===== src/rtl/imm_gen_pipe_if.sv =====
// Handshake bundle between the instruction producer, the immediate generator
// and the execute-stage consumer.
//
// Valid/ready rule for both sides: a transfer happens on the rising edge
// where valid and ready are both high; the source holds its payload stable
// while valid is high and ready is low, and ready never depends on valid.
interface imm_gen_pipe_if #(
  parameter int XLEN = 64
);
  logic            in_valid;
  logic            in_ready;
  logic [31:0]     instr;
  logic            less;
  logic            out_valid;
  logic            out_ready;
  logic [XLEN-1:0] imm;
  logic [2:0]      fmt;
  logic            illegal;

  // Producer/consumer side (the environment around the block)
  modport master (
    output in_valid, instr, less, out_ready,
    input  in_ready, out_valid, imm, fmt, illegal
  );

  // Immediate generator side
  modport slave (
    input  in_valid, instr, less, out_ready,
    output in_ready, out_valid, imm, fmt, illegal
  );
endinterface


===== src/rtl/imm_gen_pipe.sv =====
// Immediate generator: decodes the base-ISA immediate of a 32-bit instruction,
// sign-extends it to XLEN and queues {imm, fmt, illegal} in a DEPTH-entry FIFO
// so decode is decoupled from execute. Also counts accepted illegal formats.
module imm_gen_pipe #(
  parameter int XLEN  = 64,
  parameter int DEPTH = 2
) (
  input  logic                clk,
  input  logic                reset,
  imm_gen_pipe_if.slave       bus,
  input  logic                clear_cnt,
  output logic [15:0]         illegal_cnt
);
  localparam int AW = (DEPTH > 1) ? $clog2(DEPTH) : 1;
  localparam logic [AW:0] DEPTH_C = (AW+1)'(DEPTH);

  localparam logic [2:0] FMT_R   = 3'd0;
  localparam logic [2:0] FMT_I   = 3'd1;
  localparam logic [2:0] FMT_S   = 3'd2;
  localparam logic [2:0] FMT_B   = 3'd3;
  localparam logic [2:0] FMT_U   = 3'd4;
  localparam logic [2:0] FMT_J   = 3'd5;
  localparam logic [2:0] FMT_ILL = 3'd7;

  localparam logic [6:0] OP_R     = 7'b0110011;
  localparam logic [6:0] OP_IMM   = 7'b0010011;
  localparam logic [6:0] OP_LOAD  = 7'b0000011;
  localparam logic [6:0] OP_JALR  = 7'b1100111;
  localparam logic [6:0] OP_IMMW  = 7'b0011011;
  localparam logic [6:0] OP_STORE = 7'b0100011;
  localparam logic [6:0] OP_BR    = 7'b1100011;
  localparam logic [6:0] OP_LUI   = 7'b0110111;
  localparam logic [6:0] OP_AUIPC = 7'b0010111;
  localparam logic [6:0] OP_JAL   = 7'b1101111;

  logic [31:0]     ext32;
  logic [XLEN-1:0] dec_imm;
  logic [2:0]      dec_fmt;
  logic            dec_illegal;
  logic [31:0]     imm_i;

  logic [XLEN-1:0] mem_imm [DEPTH];
  logic [2:0]      mem_fmt [DEPTH];
  logic            mem_ill [DEPTH];
  logic [AW-1:0]   wr_ptr;
  logic [AW-1:0]   rd_ptr;
  logic [AW:0]     count;
  logic            push;
  logic            pop;

  assign imm_i = {{20{bus.instr[31]}}, bus.instr[31:20]};

  // Decode the immediate into a sign-extended 32-bit value, then widen it.
  // R-type slt result has bit 31 clear, so the widening leaves it zero-extended.
  always_comb begin
    ext32       = '0;
    dec_fmt     = FMT_ILL;
    dec_illegal = 1'b1;
    case (bus.instr[6:0])
      OP_R: begin
        ext32 = {31'b0, bus.less}; dec_fmt = FMT_R; dec_illegal = 1'b0;
      end
      OP_IMM, OP_LOAD: begin
        ext32 = imm_i; dec_fmt = FMT_I; dec_illegal = 1'b0;
      end
      OP_JALR: begin
        if (bus.instr[14:12] == 3'b000) begin
          ext32 = imm_i; dec_fmt = FMT_I; dec_illegal = 1'b0;
        end
      end
      OP_IMMW: begin
        if (XLEN == 64) begin
          ext32 = imm_i; dec_fmt = FMT_I; dec_illegal = 1'b0;
        end
      end
      OP_STORE: begin
        ext32 = {{20{bus.instr[31]}}, bus.instr[31:25], bus.instr[11:7]};
        dec_fmt = FMT_S; dec_illegal = 1'b0;
      end
      OP_BR: begin
        ext32 = {{19{bus.instr[31]}}, bus.instr[31], bus.instr[7],
                 bus.instr[30:25], bus.instr[11:8], 1'b0};
        dec_fmt = FMT_B; dec_illegal = 1'b0;
      end
      OP_LUI, OP_AUIPC: begin
        ext32 = {bus.instr[31:12], 12'b0}; dec_fmt = FMT_U; dec_illegal = 1'b0;
      end
      OP_JAL: begin
        ext32 = {{11{bus.instr[31]}}, bus.instr[31], bus.instr[19:12],
                 bus.instr[20], bus.instr[30:21], 1'b0};
        dec_fmt = FMT_J; dec_illegal = 1'b0;
      end
      default: begin
        ext32 = '0; dec_fmt = FMT_ILL; dec_illegal = 1'b1;
      end
    endcase
    dec_imm = XLEN'($signed(ext32));
  end

  // in_ready looks only at registered occupancy, so a full FIFO stalls input
  // for a cycle even when the consumer pops it in that same cycle.
  assign bus.in_ready  = (count < DEPTH_C);
  assign bus.out_valid = (count != '0);
  assign push          = bus.in_valid && bus.in_ready;
  assign pop           = bus.out_valid && bus.out_ready;

  // Head outputs come from storage and read as zero while the FIFO is empty.
  assign bus.imm     = bus.out_valid ? mem_imm[rd_ptr] : '0;
  assign bus.fmt     = bus.out_valid ? mem_fmt[rd_ptr] : 3'd0;
  assign bus.illegal = bus.out_valid ? mem_ill[rd_ptr] : 1'b0;

  // Write the decoded entry into the slot at the write pointer.
  always_ff @(posedge clk) begin
    if (push) begin
      mem_imm[wr_ptr] <= dec_imm;
      mem_fmt[wr_ptr] <= dec_fmt;
      mem_ill[wr_ptr] <= dec_illegal;
    end
  end

  // Pointers wrap naturally at DEPTH (a power of two); occupancy tracks push/pop.
  always_ff @(posedge clk or posedge reset) begin
    if (reset) begin
      wr_ptr <= '0;
      rd_ptr <= '0;
      count  <= '0;
    end else begin
      if (push) wr_ptr <= wr_ptr + 1'b1;
      if (pop)  rd_ptr <= rd_ptr + 1'b1;
      case ({push, pop})
        2'b10:   count <= count + 1'b1;
        2'b01:   count <= count - 1'b1;
        default: count <= count;
      endcase
    end
  end

  // Saturating count of accepted illegal instructions; clear wins over increment.
  always_ff @(posedge clk or posedge reset) begin
    if (reset) begin
      illegal_cnt <= '0;
    end else if (clear_cnt) begin
      illegal_cnt <= '0;
    end else if (push && dec_illegal && (illegal_cnt != 16'hFFFF)) begin
      illegal_cnt <= illegal_cnt + 16'd1;
    end
  end
endmodule


===== src/flat_wrapper.sv =====
// flat-port wrapper written by rule: the top's interface ports become plain ports
module imm_gen_pipe_flat 
#(
  parameter int XLEN  = 64,
  parameter int DEPTH = 2
)
  (clk, reset, clear_cnt, illegal_cnt, bus_in_valid, bus_instr, bus_less, bus_out_ready, bus_in_ready, bus_out_valid, bus_imm, bus_fmt, bus_illegal);
  imm_gen_pipe_if #(.XLEN(XLEN)) bus_i ();
  input  logic clk;
  input  logic reset;
  input  logic clear_cnt;
  output logic [15:0] illegal_cnt;
  input wire logic [$bits(bus_i.in_valid)-1:0] bus_in_valid;
  input wire logic [$bits(bus_i.instr)-1:0] bus_instr;
  input wire logic [$bits(bus_i.less)-1:0] bus_less;
  input wire logic [$bits(bus_i.out_ready)-1:0] bus_out_ready;
  output wire logic [$bits(bus_i.in_ready)-1:0] bus_in_ready;
  output wire logic [$bits(bus_i.out_valid)-1:0] bus_out_valid;
  output wire logic [$bits(bus_i.imm)-1:0] bus_imm;
  output wire logic [$bits(bus_i.fmt)-1:0] bus_fmt;
  output wire logic [$bits(bus_i.illegal)-1:0] bus_illegal;
  assign bus_i.in_valid = bus_in_valid;
  assign bus_i.instr = bus_instr;
  assign bus_i.less = bus_less;
  assign bus_i.out_ready = bus_out_ready;
  assign bus_in_ready = bus_i.in_ready;
  assign bus_out_valid = bus_i.out_valid;
  assign bus_imm = bus_i.imm;
  assign bus_fmt = bus_i.fmt;
  assign bus_illegal = bus_i.illegal;
  imm_gen_pipe #(.XLEN(XLEN), .DEPTH(DEPTH)) u_core (.clk(clk), .reset(reset), .bus(bus_i), .clear_cnt(clear_cnt), .illegal_cnt(illegal_cnt));
endmodule

===== config.mk =====
export PLATFORM = sky130hd
export DESIGN_NAME = imm_gen_pipe_flat
export DESIGN_NICKNAME = d
export VERILOG_FILES = /design/src/rtl/imm_gen_pipe_if.sv /design/src/rtl/imm_gen_pipe.sv /design/src/flat_wrapper.sv
export SDC_FILE = /design/constraint.sdc
export NUM_CORES = 1
export LEC_CHECK = 0
export ABC_AREA = 0
export BUFFER_PORTS_ARGS = -buffer_cell sky130_fd_sc_hd__buf_2
export CAP_MARGIN = 20
export CORE_ASPECT_RATIO = 2
export CORE_UTILIZATION = 37
export DETAILED_ROUTE_END_ITERATION = 10
export MAX_ROUTING_LAYER = met4
export SLEW_MARGIN = 20
export SYNTH_ARGS = -nofsm -noshare
export SYNTH_HDL_FRONTEND = slang
export SYNTH_SLANG_ARGS = --single-unit

===== constraint.sdc =====
create_clock -name clk -period 5.3 [get_ports clk]
set_clock_uncertainty 0.1 [all_clocks]
set_input_delay 1.325 -clock clk [delete_from_list [all_inputs] [get_ports clk]]
set_output_delay 1.325 -clock clk [all_outputs]
set_load 0.005 [all_outputs]

# [Word-level counts from Yosys, hierarchy flattened]
# Memories as Yosys holds them, arrays and structs flattened.
# Cells that the tools add are included.
[op_classes] add_sub_neg=5 n_lt_le_gt_ge=1 eq_ne=13 mux=14 reduce_logical=11
[op_table] cell="$pmux 32 s7" n=1
[op_table] cell="$mux 64" n=1
[op_table] cell="$mux 16" n=2
[op_table] cell="$mux 32" n=1
[op_table] cell="$eq 7x5->1 const B" n=3
[op_table] cell="$eq 7x6->1 const B" n=3
[op_table] cell="$eq 7x7->1 const B" n=3
[op_table] cell="$pmux 3 s7" n=1
[op_table] cell="$add 16x1->16 const B" n=1
[op_table] cell="$ne 16x16->1 const B" n=1
[op_table] cell="$reduce_or 9->1" n=1
[op_table] cell="$eq 7x2->1 const B" n=1
[op_table] cell="$mux 3" n=2
[op_table] cell="$reduce_bool 2->1" n=3
[op_table] cell="$logic_and 1x1->1" n=4
[op_table] cell="$mux 1" n=4
[op_table] cell="$pmux 2 s2" n=1
[op_table] cell="$logic_not 3->1" n=1
[op_table] cell="$reduce_or 3->1" n=1
[op_table] cell="$add 1x1->1 const B" n=2
[op_table] cell="$add 2x1->2 const B" n=1
[op_table] cell="$eq 2x1->1 const B" n=1
[op_table] cell="$eq 2x2->1 const B" n=1
[op_table] cell="$lt 2x2->1 const B" n=1
[op_table] cell="other kinds (3)" n=3
[totals] ff_bits=20 mem_bits_rw=136 in_bits=38 out_inout_bits=86 word_cells=51 mem_count=3
[memory_table] memory="u_core.mem_imm" depth=2 width=64 read_ports=1 rd_ports_with_merged_regs=0 write_ports=1 line_no="imm_gen_pipe.sv:42" text="logic [XLEN-1:0] mem_imm [DEPTH];"
[memory_table] memory="u_core.mem_fmt" depth=2 width=3 read_ports=1 rd_ports_with_merged_regs=0 write_ports=1 line_no="imm_gen_pipe.sv:43" text="logic [2:0] mem_fmt [DEPTH];"
[memory_table] memory="u_core.mem_ill" depth=2 width=1 read_ports=1 rd_ports_with_merged_regs=0 write_ports=1 line_no="imm_gen_pipe.sv:44" text="logic mem_ill [DEPTH];"

# [Logic depth before layout (Yosys ltp)]
# Gate-level depths: netlist (run 1).
[depth] word_depth=7 depth_mapped=9 depth_no_buf=7

# [Least setup slack after synthesis (run 1)]
# Ideal clock, no wire load.
[synth_path] path_kind="input to register" startpoint="in bus_in_valid" endpoint="mem u_core.mem_fmt[0][0], enable pin" setup_ps=429 arrival_time_ps=3282 required_ps=4771 setup_slack_ps=1489 cell_stages=3 path_buffers=0 cell_sequence="nor2b_1 inv_1 nor2_1"
[synth_via] elab_chain_len=3
[synth_rtl] item="from (decl)" line_no="flat_wrapper.sv:13" text="input wire logic [$bits(bus_i.in_valid)-1:0] bus_in_valid;"
[synth_rtl] item="$logic_and 1x1->1" line_no="imm_gen_pipe.sv:104" text="assign push = bus.in_valid && bus.in_ready;"
[synth_rtl] item="$mux 1" line_no="imm_gen_pipe.sv:114" text="if (push) begin"
[synth_rtl] item="$mux 1 (implied by the code)" line_no="imm_gen_pipe.sv:116" text="mem_fmt[wr_ptr] <= dec_fmt;"
[synth_rtl] item="to (decl)" line_no="imm_gen_pipe.sv:43"
# Every way passes these cells.

# [Worst setup path in the final report (run 1)]
[layout_path] startpoint="reg u_core.count[0]" endpoint="out bus_imm[13]"
[layout_via] elab_chain_len=2
[layout_rtl] item="from (decl)" line_no="imm_gen_pipe.sv:47" text="logic [AW:0] count;"
[layout_rtl] item="from (signal assigned)" line_no="imm_gen_pipe.sv:131" text="2'b10: count <= count + 1'b1;"
[layout_rtl] item="from (signal assigned)" line_no="imm_gen_pipe.sv:132" text="2'b01: count <= count - 1'b1;"
[layout_rtl] item="from (signal assigned)" line_no="imm_gen_pipe.sv:133" text="default: count <= count;"
[layout_rtl] item="$reduce_bool 2->1" line_no="imm_gen_pipe.sv:103" text="assign bus.out_valid = (count != '0);"
[layout_rtl] item="$mux 64" line_no="imm_gen_pipe.sv:108" text="assign bus.imm = bus.out_valid ? mem_imm[rd_ptr] : '0;"
[layout_rtl] item="to (decl)" line_no="flat_wrapper.sv:19" text="output wire logic [$bits(bus_i.imm)-1:0] bus_imm;"
# Every way passes these cells.

==> run_results.csv, run 1 <==
group,metric,value,unit
status,status,"complete, no violations",
synthesis,synth_seq_cells,92,
worst_setup_path,path_max_fanout,20,
synthesis,synth_ff_type,"edfxtp_1",
layout,multi_input_area,0.00162,mm2
worst_setup_path,critPathLaunchType,"flip-flop",
detailed_routing,detail-route-antenna-nets,0,
synthesis,syn-num-nets,425,
detailed_routing,drtPass1Iterations,4,
worst_setup_path,path_cells,"nor2_2 -> buf_4 -> nor2_1 -> buf_2",
worst_setup_path,crit_path_end_kind,"output port",
synthesis,avgSynthCellArea,12.1,um2
worst_setup_path,critPathSlowestCell,"nor2_2",
run,max-cap-violations,0,
detailed_routing,wl,9.87,mm
worst_setup_path,cp_data_required_time,3.88,ns
floorplanning,start_util,38.1,%
timing,finalHoldViolCount,0,
synthesis,synth_simple_gate_area_share,14.9,%
place,dpl.hpwl,6.97,mm
timing,worst_slew_pin_slew,1.20,ns
synthesis,synth_edf_count,72,
clocking,post_cts_buffers,0,
layout,final_layout_size_suffix_gt1_share,33.2,%
worst_setup_path,max_stage_delay,0.64,ns
synthesis,yosys.area.top_type,"edfxtp_1",
pwr,cellPowerDensity,431,mW/mm2
synthesis,synthesis.area,0.00464,mm2
place,post-place-cells,607,
clocking,cts.reportedPaths.clkPinSlew,0.06,ns
synthesis,synth_common_cells,"72 x edfxtp_1, 50 x nor2_1, 36 x mux2i_1, 32 x buf_4",
detailed_routing,vias_per_cell,5.17,
layout,num_antenna_cells,0,
detailed_routing,drt_iter0_drc,181,
timing,fin_crit_sh,64.6,%
clocking,numClockSinks,92,
timing,min_period,3.42,ns
global_routing,grt_pass1_vias,3029,
global_routing,grt_max_degree,38,
floorplanning,die_area,0.0130,mm2
global_routing,grt_overflow_total,0,
synthesis,yosysUniqueCellTypes,55,
synthesis,synth.mux.area_fraction,9.30,%
detailed_routing,routedWlPerCell,15.8,um
synthesis,synth_most_common_cell,"edfxtp_1",
timing,setup_viol,0,
hold_path,hold_start,"u_core.count[0]",
timing,max_freq,292,MHz
clocking,clk_latency,0.34,ns
hold_path,hold_path_class,"flip-flop to flip-flop",
detailed_routing,drc,0,
synthesis,synth-seq-area-share,57.4,%
layout,final_cells,623,
global_routing,antenna_found_initial,0,
pwr,power,0.00234,W
worst_setup_path,cp-startpoint,"u_core.count[0]",
layout,seqCellArea,0.00267,mm2
timing,rsz0062_at_grt,"false",
floorplanning,core_area,0.0122,mm2
synthesis,ys_top_cells_by_area,"edfxtp_1 47%, dfrtp_1 11%, mux2i_1 7.8%",
detailed_routing,num_vias,3221,
clocking,cts_tree,"yes",
synthesis,synthArstFlopShare,21.7,%
worst_setup_path,worst-setup-path-type,"flip-flop to output port",
clocking,cts_buffers,9,
clocking,cts-root-buf,"clkbuf_16",
floorplanning,io-pin-count,124,
global_routing,grtUsageTotal,16.6,%
timing,slew_viol_final,0,
synthesis,synth_warnings,0,
synthesis,synth_top_family_by_area,"simple AND/OR/NAND/NOR gates",
layout,fillers,1152,
layout,layout.nets,511,
place,place_congestion,0.803,
global_routing,grt_pass1_wl,15.5,mm
synthesis,synth_adder_area_share,0.539,%
timing,relSlewSlack,19.8,%
worst_setup_path,cp_top_family,"simple AND/OR/NAND/NOR gates",
synthesis,synth_top_area_share,46.6,%
floorplanning,die_w,81.2,um
clocking,ctsLongestPathBuffers,2,
pwr,leakage,2.48,nW
timing,fin_tns_setup,0,ns
synthesis,synth_xor_area_share,0.943,%
worst_setup_path,path_buf_inv,2,
synthesis,syn_inst,385,
layout,area_delta_synth_final,17.0,%
floorplanning,die_h,160,um
clocking,cts_resized,0,
clocking,ctsHoldBuffers,0,
pwr,peakVddDrop,0.000265,V
floorplanning,rows,57,
worst_setup_path,cp.arrival,2.00,ns
place,io_buffers,123,
worst_setup_path,rr_startpoint,"u_core.count[1]",
clocking,htree_levels,3,
synthesis,synth-compound-area-share,8.92,%
-- layer usage --
metal	up-vias	global-route usage (%)	share of wire [%]	wire, um
met1	1551	18.0	37	3700
met2	104	29.2	56	5540
met4	0	6.41	1.9	183
met5	-	-	0	0
li1	1553	-	-	-
met3	13	2.78	4.5	444
-- layout by cell type (no fill, tap or decap), drive strengths merged, types with 4 or more instances in the layout --
master	n
a21o	20
a21oi	12
a22o	4
and2	5
buf	127
clkbuf	11
dfrtp	20
edfxtp	72
inv	7
mux2	6
mux2i	36
nand2	10
nand4	5
nor2	52
nor2b	13
nor3	8
nor4	5
o21ai	6
o31ai	4
-- worst paths after layout --
check                                        endpoint  slack [ns]  cells after the start
worst max register to register  u_core.mem_imm[0][12]        2.96                      3
min in group asynchronous       u_core.illegal_cnt[2]        1.03                      2
max in group asynchronous               u_core.rd_ptr        3.49                      2
worst max-delay path                      bus_imm[13]        1.88                      4
worst min register to register        u_core.count[0]        0.43                      1
worst min-delay path                  u_core.count[0]        0.43                      1
-- registers in the layout, summed over array words and instances, names as in the netlist --
name and cells:
u_core.wr_ptr 1, u_core.illegal_cnt 16, u_core.mem_imm 64, u_core.rd_ptr 1
u_core.mem_ill 2, u_core.mem_fmt 6, u_core.count 2
-- logic make-up after synthesis --
logic type,count (synthesis)
flops,92
xor+xnor,5
simple gates,127
fa+ha+maj,2
compound gates,59
buf+inv,58
mux,42
-- where the power goes --
group | leakage [nW] | internal (W) | switching, W
Clock | 0.142 | 0.000368 | 0.000263
Combinational | 1.37 | 0.000338 | 0.000366
Sequential | 0.965 | 0.000900 | 0.000106
Total | 2.48 | 0.00161 | 0.000735
-- layout make-up --
cell class / instances / share of cell area, %
multi-input combinational: 235 / 29.8
inverter: 6 / 0.415
tap: 147 / 3.39
timing repair buffer: 127 / 11.9
sequential: 92 / 49.1
clock inverter: 5 / 1.11
clock buffer: 11 / 4.29
-- stage by stage --
stage / hold WS [ns] / setup slack (ns) / utilization (%) / instance area, um2
after floorplan: 0.356 / 1.49 / - / 4640
after detailed placement: 0.427 / 1.61 / 42.1 / 5130
after global placement: 0.420 / 1.69 / 42.1 / 5130
after global routing: 0.473 / 1.67 / 44.5 / 5430
final: 0.433 / 1.88 / 44.5 / 5430
after CTS: 0.436 / 1.63 / 44.5 / 5430
Note: power is estimated with default switching activity, not from simulation.
==> inputs of run 2 (changes only) <==
- clock period: 5.3 -> 3.44 ns (I/O delays scaled with it)
==> run_results.csv, run 2 (synthesis results as in run 1) <==
group,metric,value,unit
pwr,pwr-share-comb,32.6,%
timing,relSlewSlack,47.0,%
pwr,p_sw,0.00116,W
worst_setup_path,path_max_fanout,22,
place,dpl.hpwl,7.01,mm
hold_path,hold_path_class,"flip-flop to flip-flop",
floorplanning,die_h,160,um
timing,min_period,2.76,ns
worst_setup_path,crit_path_end_kind,"output port",
layout,layout.nets,518,
detailed_routing,routedWlPerCell,15.8,um
clocking,cts_tree,"yes",
clocking,cts-root-buf,"clkbuf_16",
timing,fin_tns_setup,0,ns
pwr,cellPowerDensity,665,mW/mm2
detailed_routing,num_vias,3244,
global_routing,use_met1,18.6,%
timing,setup_viol,0,
global_routing,grt_pass1_wl,15.7,mm
global_routing,grt_overflow_total,0,
worst_setup_path,worst-setup-path-type,"flip-flop to output port",
clocking,cts_buffers,9,
timing,finalHoldViolCount,0,
detailed_routing,vias_per_cell,5.15,
clocking,numClockSinks,92,
clocking,ctsLongestPathBuffers,2,
timing,max_freq,363,MHz
floorplanning,die_area,0.0130,mm2
worst_setup_path,cp_data_required_time,2.48,ns
global_routing,met2_usage,29.0,%
floorplanning,core_area,0.0122,mm2
run,max-cap-violations,0,
timing,slew_viol_final,0,
floorplanning,die_w,81.2,um
clocking,post_cts_buffers,0,
status,status,"complete, no violations",
pwr,seq_power_share,40.6,%
timing,worst_slew_pin_slew,0.794,ns
timing,holdWs,0.431,ns
worst_setup_path,cp.arrival,1.80,ns
worst_setup_path,critPathLaunchType,"flip-flop",
clocking,cts_resized,0,
layout,mostFrequentLayoutCells,"123 x buf_2, 72 x edfxtp_1, 48 x nor2_1",
detailed_routing,drc,0,
layout,layout_commonest_cell,"buf_2",
hold_path,hold_start,"u_core.count[0]",
pwr,peakVddDrop,0.000327,V
pwr,intPower,0.00250,W
detailed_routing,wl,9.94,mm
global_routing,grtUsageTotal,16.5,%
layout,final_layout_size_suffix_gt1_share,34.6,%
clocking,htree_levels,3,
timing,rsz0062_at_grt,"false",
floorplanning,io-pin-count,124,
global_routing,busiest_layer,"met2",
pwr,clock_power_share,26.8,%
layout,area_delta_synth_final,18.5,%
detailed_routing,detail-route-antenna-nets,0,
clocking,cts.reportedPaths.clkPinSlew,0.07,ns
global_routing,antenna_found_initial,0,
global_routing,grt_pass1_vias,3092,
place,place_congestion,0.837,
layout,num_antenna_cells,0,
clocking,ctsHoldBuffers,0,
floorplanning,rows,57,
clocking,clk_latency,0.33,ns
timing,fin_crit_sh,80.1,%
floorplanning,start_util,38.1,%
detailed_routing,drtPass1Iterations,4,
global_routing,grt_use_met3,2.39,%
pwr,leakage,2.53,nW
worst_setup_path,cp-startpoint,"u_core.rd_ptr",
layout,top_regs,"u_core.mem_imm (64), u_core.illegal_cnt (16), u_core.mem_fmt (6)",
pwr,swShare,31.6,%
layout,regMostFlops,"u_core.mem_imm",
place,io_buffers,123,
detailed_routing,drt_iter0_drc,130,
worst_setup_path,rr_startpoint,"u_core.illegal_cnt[2]",
layout,largest_reg_flops,64,
global_routing,grt_max_degree,38,
## run 2: worst paths after layout
kind / to / slack [ns] / cells after the start
max in group asynchronous: u_core.rd_ptr / 2.13 / 2
max: bus_imm[25] / 0.68 / 4
max reg2reg: u_core.illegal_cnt[7] / 1.32 / 5
min in group asynchronous: u_core.illegal_cnt[5] / 0.57 / 2
min reg2reg: u_core.count[0] / 0.43 / 1
min: u_core.count[0] / 0.43 / 1
## run 2: final cells by class
type | instances | area, um2
Multi-Input combinational cell | 235 | 1620
Timing Repair Buffer | 134 | 711
Inverter | 6 | 22.5
Clock inverter | 6 | 71.3
Fill cell | 1144 | 6700
Clock buffer | 10 | 229
Tap cell | 147 | 184
Sequential cell | 92 | 2660
## run 2: layer usage
metal / part of all wire [%] / wire length, um / vias up
met5: 0 / 0 / -
met2: 54 / 5390 / 106
met3: 4.2 / 415 / 8
li1: - / - / 1569
met1: 40 / 3970 / 1561
met4: 1.6 / 162 / 0
## run 2: through the flow
stage	utilization [%]	area [um2]	total power (W)	setup slack (ns)	std cells
final	45.1	5500	0.00366	0.683	630
after global routing	45.1	5500	0.00391	0.564	630
after CTS	45.1	5500	0.00374	0.622	630
after detailed placement	42.6	5200	0.00275	0.512	614
after global placement	42.6	5200	0.00273	0.611	614
after floorplan	-	4640	0.00237	0.0940	385
## run 2: power groups by stage
stage / Clock [W] / Combinational (W) / Sequential, W
after floorplan: 0 / 0.000924 / 0.00145
after global placement: 0 / 0.00123 / 0.00151
after detailed placement: 0 / 0.00123 / 0.00151
after CTS: 0.00101 / 0.00124 / 0.00149
after global routing: 0.00106 / 0.00134 / 0.00151
final: 0.000981 / 0.00119 / 0.00149
## run 2: critical path, cell delays in order, from the launching register on
cell and delay [ns]:
dfrtp_2 0.70, buf_12 0.27, mux2i_1 0.27, nor2_1 0.06, buf_2 0.14
